[src/rtl/timer_bank_pkg.sv]
// Shared definitions for the timer bank: state encoding and default sizing.
package timer_bank_pkg;

    typedef enum logic [1:0] {
        ST_IDLE = 2'd0,
        ST_RUN  = 2'd1,
        ST_DONE = 2'd2
    } state_e;

    localparam int TB_DIV_DEF = 10;
    localparam int NCH_DEF    = 2;
    localparam int QW_DEF     = 8;

endpackage

[src/rtl/timer_bank_tb_gen.sv]
// Timebase divider: counts enabled clocks and emits a one-clock tick every TB_DIV of them.
module timer_bank_tb_gen
    import timer_bank_pkg::*;
#(
    parameter int TB_DIV = TB_DIV_DEF
) (
    input  logic clk,
    input  logic rst_n,
    input  logic en,
    input  logic clr,
    output logic tick
);

    // A divide-by-one still needs a one-bit counter that sits at zero.
    localparam int             CW   = (TB_DIV > 1) ? $clog2(TB_DIV) : 1;
    localparam logic [CW-1:0]  LAST = CW'(TB_DIV - 1);

    logic [CW-1:0] cnt_q;

    // Count enabled clocks; wrap at LAST and pulse tick; hold count while disabled.
    always_ff @(posedge clk) begin
        // NOTE: sequential state uses non-blocking assignments so every register
        // samples pre-edge values regardless of statement order.
        if (!rst_n) begin
            cnt_q <= '0;
            tick  <= 1'b0;
        end else if (clr) begin
            cnt_q <= '0;
            tick  <= 1'b0;
        end else if (en) begin
            if (cnt_q == LAST) begin
                cnt_q <= '0;
                tick  <= 1'b1;
            end else begin
                cnt_q <= cnt_q + 1'b1;
                tick  <= 1'b0;
            end
        end else begin
            tick <= 1'b0;
        end
    end

endmodule

[src/rtl/timer_bank.sv]
// Timer bank: shared tick counter with per-channel terminal-count compares,
// one-shot or periodic, with pause and synchronous run clear.
module timer_bank
    import timer_bank_pkg::*;
#(
    parameter int TB_DIV = TB_DIV_DEF,
    parameter int NCH    = NCH_DEF,
    parameter int QW     = QW_DEF
) (
    input  logic              CLK,
    input  logic              RST,
    input  logic              START,
    input  logic              RST_Q,
    input  logic              PAUSE,
    input  logic              MODE,
    input  logic [NCH*QW-1:0] LIMITS,
    output logic              TICK,
    output logic [QW-1:0]     Q,
    output logic [NCH-1:0]    TC,
    output logic              BUSY,
    output logic              DONE
);

    state_e            state_q, state_d;
    logic [NCH*QW-1:0] lim_q;
    logic              mode_q;
    logic              hold_q;      // tick that arrived while paused, consumed on release
    logic [QW-1:0]     q_inc;
    logic [QW-1:0]     lim_last;
    logic [NCH-1:0]    tc_hit;
    logic              start_ok;
    logic              run_go;
    logic              tick_evt;
    logic              at_term;
    logic              tb_en;
    logic              tb_clr;

    assign q_inc    = Q + 1'b1;
    assign lim_last = lim_q[(NCH-1)*QW +: QW];

    // One comparator per channel against the shared count; a zero limit never fires.
    for (genvar i = 0; i < NCH; i++) begin : g_cmp
        assign tc_hit[i] = (lim_q[i*QW +: QW] != '0) && (q_inc == lim_q[i*QW +: QW]);
    end

    timer_bank_tb_gen #(.TB_DIV(TB_DIV)) u_tb_gen (
        .clk   (CLK),
        .rst_n (RST),
        .en    (tb_en),
        .clr   (tb_clr),
        .tick  (TICK)
    );

    // Next-state and control decode in priority order: clear, start, terminal.
    always_comb begin
        // NOTE: every signal gets a default first so no path leaves it unassigned
        // and no latch is inferred.
        start_ok = START && (LIMITS[(NCH-1)*QW +: QW] != '0);
        run_go   = (state_q == ST_RUN) && !PAUSE;
        tick_evt = TICK || hold_q;
        at_term  = run_go && tick_evt && (q_inc == lim_last);
        state_d  = state_q;
        tb_clr   = RST_Q || start_ok;
        // A one-shot terminal stops the timebase so no tick leaks into DONE.
        tb_en    = run_go && !(at_term && !mode_q);
        if (RST_Q) begin
            state_d = ST_IDLE;
        end else if (start_ok) begin
            state_d = ST_RUN;
        end else if (at_term && !mode_q) begin
            state_d = ST_DONE;
        end
    end

    // State, count, latched configuration and registered status outputs.
    always_ff @(posedge CLK) begin
        if (!RST) begin
            state_q <= ST_IDLE;
            Q       <= '0;
            TC      <= '0;
            lim_q   <= '0;
            mode_q  <= 1'b0;
            hold_q  <= 1'b0;
            BUSY    <= 1'b0;
            DONE    <= 1'b0;
        end else begin
            state_q <= state_d;
            BUSY    <= (state_d == ST_RUN);
            DONE    <= (state_d == ST_DONE);
            if (RST_Q) begin
                Q      <= '0;
                TC     <= '0;
                hold_q <= 1'b0;
            end else if (start_ok) begin
                Q      <= '0;
                TC     <= '0;
                hold_q <= 1'b0;
                lim_q  <= LIMITS;
                mode_q <= MODE;
            end else if ((state_q == ST_RUN) && PAUSE) begin
                TC     <= '0;
                hold_q <= tick_evt;
            end else if (run_go && tick_evt) begin
                hold_q <= 1'b0;
                TC     <= tc_hit;
                Q      <= (at_term && mode_q) ? '0 : q_inc;
            end else begin
                TC <= '0;
            end
        end
    end

endmodule

[config.mk]
export PLATFORM = sky130hd
export DESIGN_NAME = timer_bank
export DESIGN_NICKNAME = d
export VERILOG_FILES = /design/src/rtl/timer_bank_pkg.sv /design/src/rtl/timer_bank_tb_gen.sv /design/src/rtl/timer_bank.sv
export SDC_FILE = /design/constraint.sdc
export NUM_CORES = 1
export LEC_CHECK = 0
export BUFFER_PORTS_ARGS = -buffer_cell sky130_fd_sc_hd__buf_2
export CAP_MARGIN = 25
export CORE_MARGIN = 10
export CORE_UTILIZATION = 35
export CTS_CLUSTER_DIAMETER = 100
export CTS_CLUSTER_SIZE = 30
export DETAILED_ROUTE_END_ITERATION = 10
export GPL_TIMING_DRIVEN = 0
export MAX_ROUTING_LAYER = met4
export PLACE_DENSITY = 0.64
export SLEW_MARGIN = 20
export SYNTH_ARGS = -nofsm -noshare
export SYNTH_HDL_FRONTEND = slang
export SYNTH_SLANG_ARGS = --single-unit
[constraint.sdc]
create_clock -name CLK -period 3.7 [get_ports CLK]
set_input_delay 0.37 -clock CLK [delete_from_list [all_inputs] [get_ports CLK]]
set_output_delay 0.37 -clock CLK [all_outputs]
set_load 0.005 [all_outputs]
==> run_results.csv, run 1 <==
group,metric,value,unit
status,status,"complete, no violations",
clock_network,cts_resized,0,
finish,fill_cells,559,
routing,vias,1642,
routing,first_pass_iters,5,
routing,routed_wl,4.656,mm
logic_synthesis,syn_nets,240,
logic_synthesis,netlist_instances,217,
sta,worst_slack,1011,ps
clock_network,cts_hold_buffers,0,
logic_synthesis,avgSynthCellArea,9.133,um^2
floorplan,die_x,95.25,um
worst_setup_path,worstSetupStartpoint,"Q[0]$_SDFFE_PP0P_",
sta,period_needed,2689,ps
floorplan,die_h,95.25,um
sta,slew_violations,0,
worst_setup_path,r2r-end,"Q[2]$_SDFFE_PP0P_",
global_routing,overflow,0,
routing,wire_per_inst,14.11,um
clock_network,clk_latency,290,ps
placement,dp_hpwl,3.612,mm
min_path,min_from,"MODE",
global_routing,grt_busiest_layer,"met2",
clock_network,clock_path_buffers,2,
clock_network,post_cts_buffers,0,
sta,hold_viol,0,
logic_synthesis,yosysUniqueCellTypes,42,
sta,max_freq,0.3718,GHz
finish,diodes,0,
worst_setup_path,r2r-start,"Q[0]$_SDFFE_PP0P_",
routing,antenna_left,0,
worst_setup_path,path_max_fanout,10,
placement,gp_congestion,0.8855,
worst_setup_path,r2r_setup_slack,1010,ps
floorplan,die-area,9073,um^2
placement,dp_slack,1024,ps
logic_synthesis,syn-cell-area,1982,um^2
floorplan,row_count,27,
global_routing,grt_pass1_vias,1730,
worst_setup_path,required,3850,ps
floorplan,core_area,5507,um^2
sta,setup_viol,0,
logic_synthesis,async_flop_share,0,%
worst_setup_path,cp-start-kind,"flop",
routing,drt-initial-drc-count,74,
logic_synthesis,synth-seq-area-share,37.37,%
global_routing,gr-usage-met2,18.81,%
logic_synthesis,ys_warn_count,0,
routing,vias_per_cell,4.976,
clock_network,htree_levels,2,
sta,finClkSkew,4.567,ps
logic_synthesis,synth_edf_count,0,
clock_network,clock-sinks,37,
global_routing,gr-usage-met3,3.221,%
pwr,ir_drop,0.1810,mV
min_path,hp-class,"in -> reg",
floorplan,ios,35,
finish,drive_gt1_share,20.16,%
clock_network,clkTransAtPathRegs,70,ps
placement,portBuffers,34,
clock_network,cts_made_buffers,5,
clock_network,cts_tree,"yes",
sta,worst_pin_slew,809.7,ps
global_routing,antenna_found_initial,0,
global_routing,grt_max_degree,11,
finish,area_growth,17.49,%
sta,slew_headroom,45.82,%
worst_setup_path,cp-end-kind,"flop",
sta,tns,0,ps
worst_setup_path,r2r_cells,9,
worst_setup_path,critPathArrivalTime,2840,ps
global_routing,use_met1,12.94,%
logic_synthesis,ys_ff_latch,37,
pwr,p_leak,0.8842,nW
job,maxCapViolations,0,
worst_setup_path,crit_type,"reg -> reg",
routing,drc,0,
global_routing,globalRouteTotalUtil,11.42,%
global_routing,grt_pass1_wl,7.976,mm
pwr,p_per_area,331.5,nW/um^2
sta,rsz0062_at_grt,"no",
finish,nets,281,
clock_network,root_buffer,"clkbuf_8",
sta,fin_crit_sh,72.69,%
worst_setup_path,endpoint,"Q[2]$_SDFFE_PP0P_",
floorplan,start_util,35.99,%
logic_synthesis,synth_ff_type,"dfxtp_1",
==> critical path: stages, from the launching register on <==
cell     delay (ps)
dfxtp_1         540
ha_1            330
and3_1          180
buf_4           130
xnor2_1          90
or4b_1          500
or4_1           420
buf_6           170
a21oi_2         130
o32ai_1          80
==> sequential cells by signal (all words and copies together) (netlist names) <==
register,flops
state_q,2
u_tb_gen.cnt_q,4
mode_q,1
BUSY,1
TC,2
hold_q,1
lim_q,16
DONE,1
Q,8
u_tb_gen.tick,1
==> where the power goes <==
part           internal (W)  switching, W   total, W
Combinational     0.0000379     0.0000322  0.0000701
Clock              0.000148      0.000136   0.000284
Sequential         0.000408    0.00000938   0.000418
==> cells in the mapped netlist, types with 3 or more instances <==
cell type,count,area (um^2)
or4_1,5,37.54
xor2_1,7,61.31
nand3_1,3,15.01
nor2_1,13,48.80
dfxtp_1,37,740.7
nor4_1,6,37.54
nor2b_1,19,118.9
xnor2_1,12,105.1
and3_1,4,25.02
inv_1,6,22.52
mux2i_1,18,180.2
nor3_1,4,20.02
or3_1,4,25.02
nand4_1,3,18.77
and2_1,3,18.77
a21oi_1,14,70.07
buf_2,3,15.01
o21ai_0,7,35.03
nand2_1,13,48.80
clkbuf_1,5,18.77
==> per-layer routing <==
layer	vias to the layer above	share of wire, %
met4	0	1.4
met2	38	47
met3	6	5.0
met5	-	0
li1	854	-
met1	744	47
==> worst min path at each step <==
stage | endpoint | slack, ps | depth (start not counted)
after floorplan | state_q[0]$_SDFF_PN0_ | 440 | 2
after global placement | state_q[0]$_SDFF_PN0_ | 460 | 2
after detailed placement | state_q[0]$_SDFF_PN0_ | 460 | 2
after CTS | lim_q[6]$_SDFFE_PN0P_ | 330 | 3
after global routing | mode_q$_SDFFE_PN0P_ | 340 | 3
final | mode_q$_SDFFE_PN0P_ | 340 | 3
==> kinds of logic (layout without fill, tap and decap cells) <==
family | count (synthesis) | in the layout | share of synthesized area (%)
muxes | 18 | 18 | 9.091
xor gates and xnor gates | 23 | 23 | 13.32
DFF | 37 | 37 | 37.37
and+or+nand+nor | 88 | 88 | 25.38
adders and majority gates | 1 | 1 | 0.6312
AOI/OAI and AO/OA | 33 | 33 | 10.04
buffers and inverters | 17 | 58 | 4.166
==> layout by cell type (no fill, tap or decap), drive strengths merged, types with 5 or more instances in the layout <==
| cell | netlist | layout |
|---|---|---|
| clkbuf | 5 | 12 |
| o21ai | 8 | 8 |
| inv | 6 | 6 |
| and3 | 5 | 5 |
| dfxtp | 37 | 37 |
| xnor2 | 13 | 13 |
| a21oi | 16 | 16 |
| nor2 | 13 | 13 |
| nand2 | 13 | 13 |
| or4 | 6 | 6 |
| mux2i | 18 | 18 |
| nor2b | 19 | 19 |
| buf | 6 | 40 |
| xor2 | 7 | 7 |
| nor4 | 6 | 6 |
==> final cells by class <==
class | instances | area, um^2 | share of cell area [%]
Clock buffer | 7 | 86.33 | 3.708
Multi-Input combinational cell | 163 | 1159 | 49.76
Tap cell | 72 | 90.09 | 3.869
Timing Repair Buffer | 34 | 170.2 | 7.308
Buffer | 11 | 60.06 | 2.579
Inverter | 6 | 22.52 | 0.9672
Sequential cell | 37 | 740.7 | 31.81
==> through the flow <==
stage	utilization [%]	std cells	instance area (um^2)	hold WS, ps	power [W]
3_5_place_dp	40.72	323	2242	459.9	0.0004981
3_3_place_gp	40.72	323	2242	460.0	0.0004963
6_report	42.29	330	2328	339.9	0.0007718
4_1_cts	42.29	330	2328	333.7	0.0007833
2_1_floorplan	-	217	1982	443.9	0.0004728
5_1_grt	42.29	330	2328	341.3	0.0008086
(Power assumes the default switching activity.)
==> run 2, diff against run 1 <==
Settings changed: ABC_AREA from default to 1.
Clock period 3.7 ns to 2.7 ns, I/O delays scaled along.
==> run 2 against run 1 <==
Against the previous run:
- global-route usage is 0.22 points lower
- register-to-register slack lost 340 ps
- clock-buffer cell count decreased by 2
- design area rose by 4.0%
- critical path depth is 3 higher
- combinational power up 75%
- largest power group unchanged
- highest routed layer unchanged
==> run_results.csv, run 2 <==
group,metric,value,unit
clock_network,cts_tree,"yes",
clock_network,clkTransAtPathRegs,80,ps
floorplan,core_area,5642,um^2
placement,portBuffers,34,
routing,wire_per_inst,12.65,um
finish,layout_commonest_cell,"nand2_1",
clock_network,cts_made_buffers,5,
finish,layout_common_cells,"nand2_1, dfxtp_1, inv_1, buf_2, a21oi_1",
clock_network,cts_hold_buffers,0,
routing,first_pass_iters,4,
worst_setup_path,r2r-end,"BUSY$_SDFF_PN0_",
clock_network,clock-sinks,37,
pwr,p_leak,1.061,nW
status,status,"complete, no violations",
finish,diodes,0,
floorplan,row_count,27,
floorplan,start_util,36.77,%
worst_setup_path,crit_type,"reg -> reg",
sta,setup_viol,0,
global_routing,globalRouteTotalUtil,11.20,%
global_routing,overflow,0,
logic_synthesis,synth_top_area_share,35.71,%
routing,vias_per_cell,4.860,
routing,routed_wl,5.147,mm
worst_setup_path,critPathArrivalTime,2220,ps
logic_synthesis,yosysUniqueCellTypes,36,
sta,worst_slack,666.3,ps
global_routing,grt_max_degree,13,
finish,fill_cells,585,
pwr,ir_drop,0.1771,mV
finish,largest_reg_flops,16,
sta,worst_pin_slew,557.3,ps
global_routing,grt_pass1_wl,8.797,mm
sta,finClkSkew,6.795,ps
logic_synthesis,avgSynthCellArea,7.080,um^2
worst_setup_path,path_max_fanout,9,
min_path,min_path_cells,3,
min_path,min_to,"lim_q[7]$_SDFFE_PN0P_",
clock_network,clock_path_buffers,2,
logic_synthesis,synth_compound_gate_area_share,14.66,%
routing,drt-initial-drc-count,132,
logic_synthesis,yosys.cell_count.top_type,"nand2_1",
floorplan,ios,35,
logic_synthesis,async_flop_share,0,%
placement,gp_congestion,0.9098,
logic_synthesis,synth_top_family_by_area,"simple AND/OR/NAND/NOR gates",
sta,rsz0062_at_grt,"no",
placement,dp_hpwl,4.098,mm
sta,fin_crit_sh,75.32,%
floorplan,die_x,96.99,um
clock_network,post_cts_buffers,0,
global_routing,grt_pass1_vias,1868,
min_path,hp-class,"in -> reg",
pwr,p_per_area,448.8,nW/um^2
finish,finish.instance_area,2421,um^2
logic_synthesis,synthTopCellsByCount,"nand2_1, dfxtp_1, inv_1",
clock_network,htree_levels,2,
sta,period_needed,2034,ps
logic_synthesis,yosysTopAreaCell,"dfxtp_1",
logic_synthesis,synth_ff_type,"dfxtp_1",
routing,antenna_left,0,
global_routing,antenna_found_initial,0,
routing,drc,0,
sta,tns,0,ps
logic_synthesis,synth_edf_count,0,
sta,hold_slack,243.7,ps
logic_synthesis,muxShareOfSynthArea,0,%
finish,nets,357,
logic_synthesis,ys_warn_count,0,
routing,vias,1978,
logic_synthesis,synth_area_leaders,"dfxtp_1, nand2_1, a21oi_1",
worst_setup_path,r2r_cells,12,
floorplan,die-area,9406,um^2
worst_setup_path,cp-start-kind,"flop",
min_path,min_from,"LIMITS[7]",
logic_synthesis,synth_fa_ha_area_share,0.6031,%
worst_setup_path,r2r-start,"Q[1]$_SDFFE_PP0P_",
sta,slew_headroom,62.51,%
finish,top_register,"lim_q",
logic_synthesis,ys_ff_latch,37,
placement,dp_slack,649.2,ps
worst_setup_path,cp-end-kind,"flop",
floorplan,die_h,96.99,um
finish,reg_top3,"lim_q: 16 flops, Q: 8 flops, u_tb_gen.cnt_q: 4 flops",
worst_setup_path,required,2890,ps
sta,max_freq,0.4917,GHz
job,maxCapViolations,0,
logic_synthesis,syn_nets,316,
clock_network,root_buffer,"clkbuf_8",
sta,slew_violations,0,
finish,area_growth,16.71,%
logic_synthesis,syn-cell-area,2074,um^2
finish,drive_gt1_share,24.18,%
worst_setup_path,r2r_setup_slack,670,ps
logic_synthesis,netlist_instances,293,
clock_network,cts_resized,0,
logic_synthesis,synth-seq-area-share,35.71,%
sta,hold_viol,0,
clock_network,clk_latency,290,ps
logic_synthesis,synth_xor_area_share,3.378,%
logic_synthesis,synth-simple-area-share,36.91,%
placement,placed_area,2335,um^2
[run 2: cell types whose count changed after synthesis, sizes merged, moves of 4 or more]
cell / delta
a21oi: +14
inv: +33
mux2i: -18
nand2: +60
nand3: +29
nor2: +11
nor2b: -19
o21ai: +13
or3: -4
or4: -6
xnor2: -11
[run 2: report_power, final]
part	leakage, nW	switching (W)	internal [W]	total [W]
clock	0.0439	0.000209	0.000178	0.000388
sequential	0.302	0.0000127	0.000563	0.000576
combinational	0.715	0.0000729	0.0000501	0.000123
total	1.06	0.000295	0.000792	0.00109
[run 2: layout make-up]
class,instances,area [um^2],area share [%]
flip-flops and latches,37,740.7,30.59
clock inverters,3,17.52,0.7235
well taps,72,90.09,3.721
multi-input cells,210,1152,47.60
plain buffers,6,31.28,1.292
clock buffers,5,68.82,2.842
repair buffers,34,170.2,7.028
inverters,40,150.1,6.202
[run 2: cell families (layout without fill, tap and decap cells)]
logic type	after synthesis	after routing
adder cells (fa/ha/maj)	1	1
flip-flops	37	37
buffers and inverters	46	88
AND/OR/NAND/NOR	145	145
XOR/XNOR	8	8
AO/OA/AOI/OAI	56	56
[run 2: per-layer routing]
| metal | part of all wire (%) | vias up | global-route usage [%] |
|---|---|---|---|
| met5 | 0 | - | - |
| met1 | 50 | 877 | 14.60 |
| met4 | 1.7 | 0 | 4.510 |
| met2 | 44 | 53 | 16.26 |
| met3 | 4.3 | 8 | 2.484 |
| li1 | - | 1040 | - |
[run 2: worst max path at each step]
| stage | start | to | slack [ps] | depth (start not counted) |
|---|---|---|---|---|
| final | Q[1]$_SDFFE_PP0P_ | BUSY$_SDFF_PN0_ | 670 | 12 |
| after global routing | Q[1]$_SDFFE_PP0P_ | BUSY$_SDFF_PN0_ | 470 | 14 |
| after CTS | Q[1]$_SDFFE_PP0P_ | BUSY$_SDFF_PN0_ | 640 | 12 |
| after detailed placement | LIMITS[12] | lim_q[11]$_SDFFE_PN0P_ | 650 | 7 |
| after global placement | LIMITS[12] | lim_q[11]$_SDFFE_PN0P_ | 630 | 7 |
| after floorplan | Q[1]$_SDFFE_PP0P_ | BUSY$_SDFF_PN0_ | 930 | 14 |
[run 2: through the flow]
stage,util (%),instances,total power [W]
3_5_place_dp,41.38,399,0.0007109
5_1_grt,42.91,407,0.001145
6_report,42.91,407,0.001087
3_3_place_gp,41.38,399,0.0007088
2_1_floorplan,-,293,0.0006718
4_1_cts,42.91,407,0.001102
[run 2: worst max-delay path: stages (launching register included)]
cell,delay [ps]
dfxtp_1,470
ha_1,280
nand2_1,110
nor2_2,130
nand3_1,90
nand3_1,140
nand3_1,140
nor2_4,170
nand3_4,140
nand2_2,110
nand2_2,60
nand2_1,60
nor2_1,30
==> run 3, diff against run 2 <==
Clock period 2.7 ns to 2 ns, I/O delays scaled along.
==> run 3 against run 2 <==
Against the previous run:
- clock-buffer cell count is the same
- power grew 35%
- critical path depth grew 2
- largest power group unchanged
- utilization grew 0.78 points
- final cell count grew 0.49%
- sequential share of layout area shrank 0.29 points
==> run_results.csv, run 3 (synthesis gave the netlist of run 2 again) <==
group,metric,value,unit
clock_network,clkTransAtPathRegs,80,ps
routing,first_pass_iters,4,
sta,period_needed,1823,ps
sta,worst_pin_slew,557.4,ps
min_path,hp-class,"in -> reg",
global_routing,globalRouteTotalUtil,11.20,%
clock_network,htree_levels,2,
finish,fill_cells,584,
worst_setup_path,cp-end-kind,"flop",
sta,rsz0062_at_grt,"no",
pwr,p_leak,1.065,nW
sta,finClkSkew,5.606,ps
floorplan,row_count,27,
floorplan,die_x,96.99,um
finish,diodes,0,
worst_setup_path,r2r_setup_slack,180,ps
routing,routed_wl,5.207,mm
floorplan,die_h,96.99,um
finish,layout_common_cells,"nand2_1, inv_1, buf_2",
job,maxCapViolations,0,
placement,dp_hpwl,4.098,mm
clock_network,clk_latency,290,ps
finish,reg_top3,"lim_q: 16 flops, Q: 8 flops, u_tb_gen.cnt_q: 4 flops",
routing,wire_per_inst,12.73,um
finish,multi_input_area,1182,um^2
worst_setup_path,critPathArrivalTime,2010,ps
finish,drive_gt1_share,25.82,%
routing,antenna_left,0,
global_routing,antenna_found_initial,0,
floorplan,core_area,5642,um^2
worst_setup_path,cp-start-kind,"flop",
routing,drt-initial-drc-count,101,
worst_setup_path,path_max_fanout,5,
clock_network,cts_hold_buffers,0,
worst_setup_path,worstSetupStartpoint,"Q[1]$_SDFFE_PP0P_",
finish,largest_reg_flops,16,
sta,slew_violations,0,
worst_setup_path,endpoint,"BUSY$_SDFF_PN0_",
sta,max_freq,0.5487,GHz
floorplan,start_util,36.77,%
finish,top_register,"lim_q",
global_routing,grt_pass1_vias,1868,
floorplan,die-area,9406,um^2
finish,area_growth,18.82,%
worst_setup_path,r2r_cells,14,
sta,hold_slack,173.3,ps
pwr,ir_drop,0.2404,mV
sta,hold_viol,0,
finish,regArea,747.0,um^2
pwr,p_per_area,595.0,nW/um^2
floorplan,ios,35,
routing,drc,0,
routing,vias,1996,
clock_network,cts_made_buffers,5,
global_routing,grt_pass1_wl,8.797,mm
clock_network,clock-sinks,37,
min_path,min_path_cells,3,
global_routing,overflow,0,
finish,layout_commonest_cell,"nand2_1",
pwr,p_total,0.001467,W
worst_setup_path,r2r-start,"Q[1]$_SDFFE_PP0P_",
sta,setup_viol,0,
sta,fin_crit_sh,91.13,%
routing,vias_per_cell,4.880,
worst_setup_path,r2r-end,"BUSY$_SDFF_PN0_",
sta,slew_headroom,62.50,%
clock_network,cts_tree,"yes",
status,status,"complete, no violations",
placement,portBuffers,34,
sta,tns,0,ps
placement,gp_congestion,0.9098,
global_routing,grt_max_degree,13,
clock_network,clock_path_buffers,2,
worst_setup_path,required,2190,ps
worst_setup_path,crit_type,"reg -> reg",
clock_network,root_buffer,"clkbuf_8",
finish,nets,359,
run 3: changes by cell type in the layout (fill, tap and decap cells not counted), sizes merged:
| cell | previous run | this run |
|---|---|---|
| buf | 37 | 38 |
| nand3 | 32 | 33 |
run 3: through the flow:
step | setup WS (ps) | std cells | cell area [um^2] | util, %
finish | 177.4 | 409 | 2465 | 43.69
global route | 1.076 | 409 | 2465 | 43.69
CTS | 47.31 | 407 | 2422 | 42.94
detailed placement | -25.79 | 399 | 2335 | 41.38
global placement | 3.606 | 399 | 2335 | 41.38
floorplan | 229.5 | 293 | 2074 | -
run 3: cell type report:
class | instances | share of cell area [%]
clock inverter | 3 | 0.7107
sequential | 37 | 30.30
timing repair buffer | 35 | 7.208
tap | 72 | 3.655
buffer | 6 | 1.269
clock buffer | 5 | 2.792
inverter | 40 | 6.091
multi-input combinational | 211 | 47.97
run 3: critical path, cell delays in order, from the launching register on:
cell     delay [ps]
dfxtp_4         370
ha_4            140
nand2_1          90
nor2_2          160
nand2_1         110
nand3_2          90
inv_2            50
nor2_4           90
nand2_2          70
nor2_4          190
nand3_4         120
nand2_2          90
nand2_2          60
nand2_1          60
nor2_1           30
run 3: routing by layer:
| metal | routed length [um] | vias to the layer above | share of wire [%] | global-route usage [%] |
|---|---|---|---|---|
| met5 | 0 | - | 0 | - |
| met4 | 119 | 0 | 2.3 | 4.510 |
| met3 | 215 | 10 | 4.1 | 2.484 |
| met2 | 2233 | 56 | 43 | 16.26 |
| met1 | 2638 | 882 | 51 | 14.60 |
| li1 | - | 1048 | - | - |
run 3: timing repair:
action / in CTS / in global routing
cloned: 0 / 1
endpoints found under the setup margin: 2 / 17
gates resized for setup: 1 / 6
buffers inserted: 0 / 1
pin swaps: 0 / 3
run 3: where the power goes:
group          internal, W  switching, W  leakage, nW
Sequential        0.000759     0.0000171        0.303
Combinational    0.0000678      0.000102        0.718
Clock             0.000241      0.000280       0.0439
run 3: worst min path at each step:
stage               startpoint                     to  slack, ps
floorplan                  RST  lim_q[0]$_SDFFE_PN0P_        340
global placement     LIMITS[7]  lim_q[7]$_SDFFE_PN0P_        470
detailed placement   LIMITS[7]  lim_q[7]$_SDFFE_PN0P_        470
CTS                  LIMITS[7]  lim_q[7]$_SDFFE_PN0P_        160
global route         LIMITS[0]  lim_q[0]$_SDFFE_PN0P_        190
finish               LIMITS[7]  lim_q[7]$_SDFFE_PN0P_        170
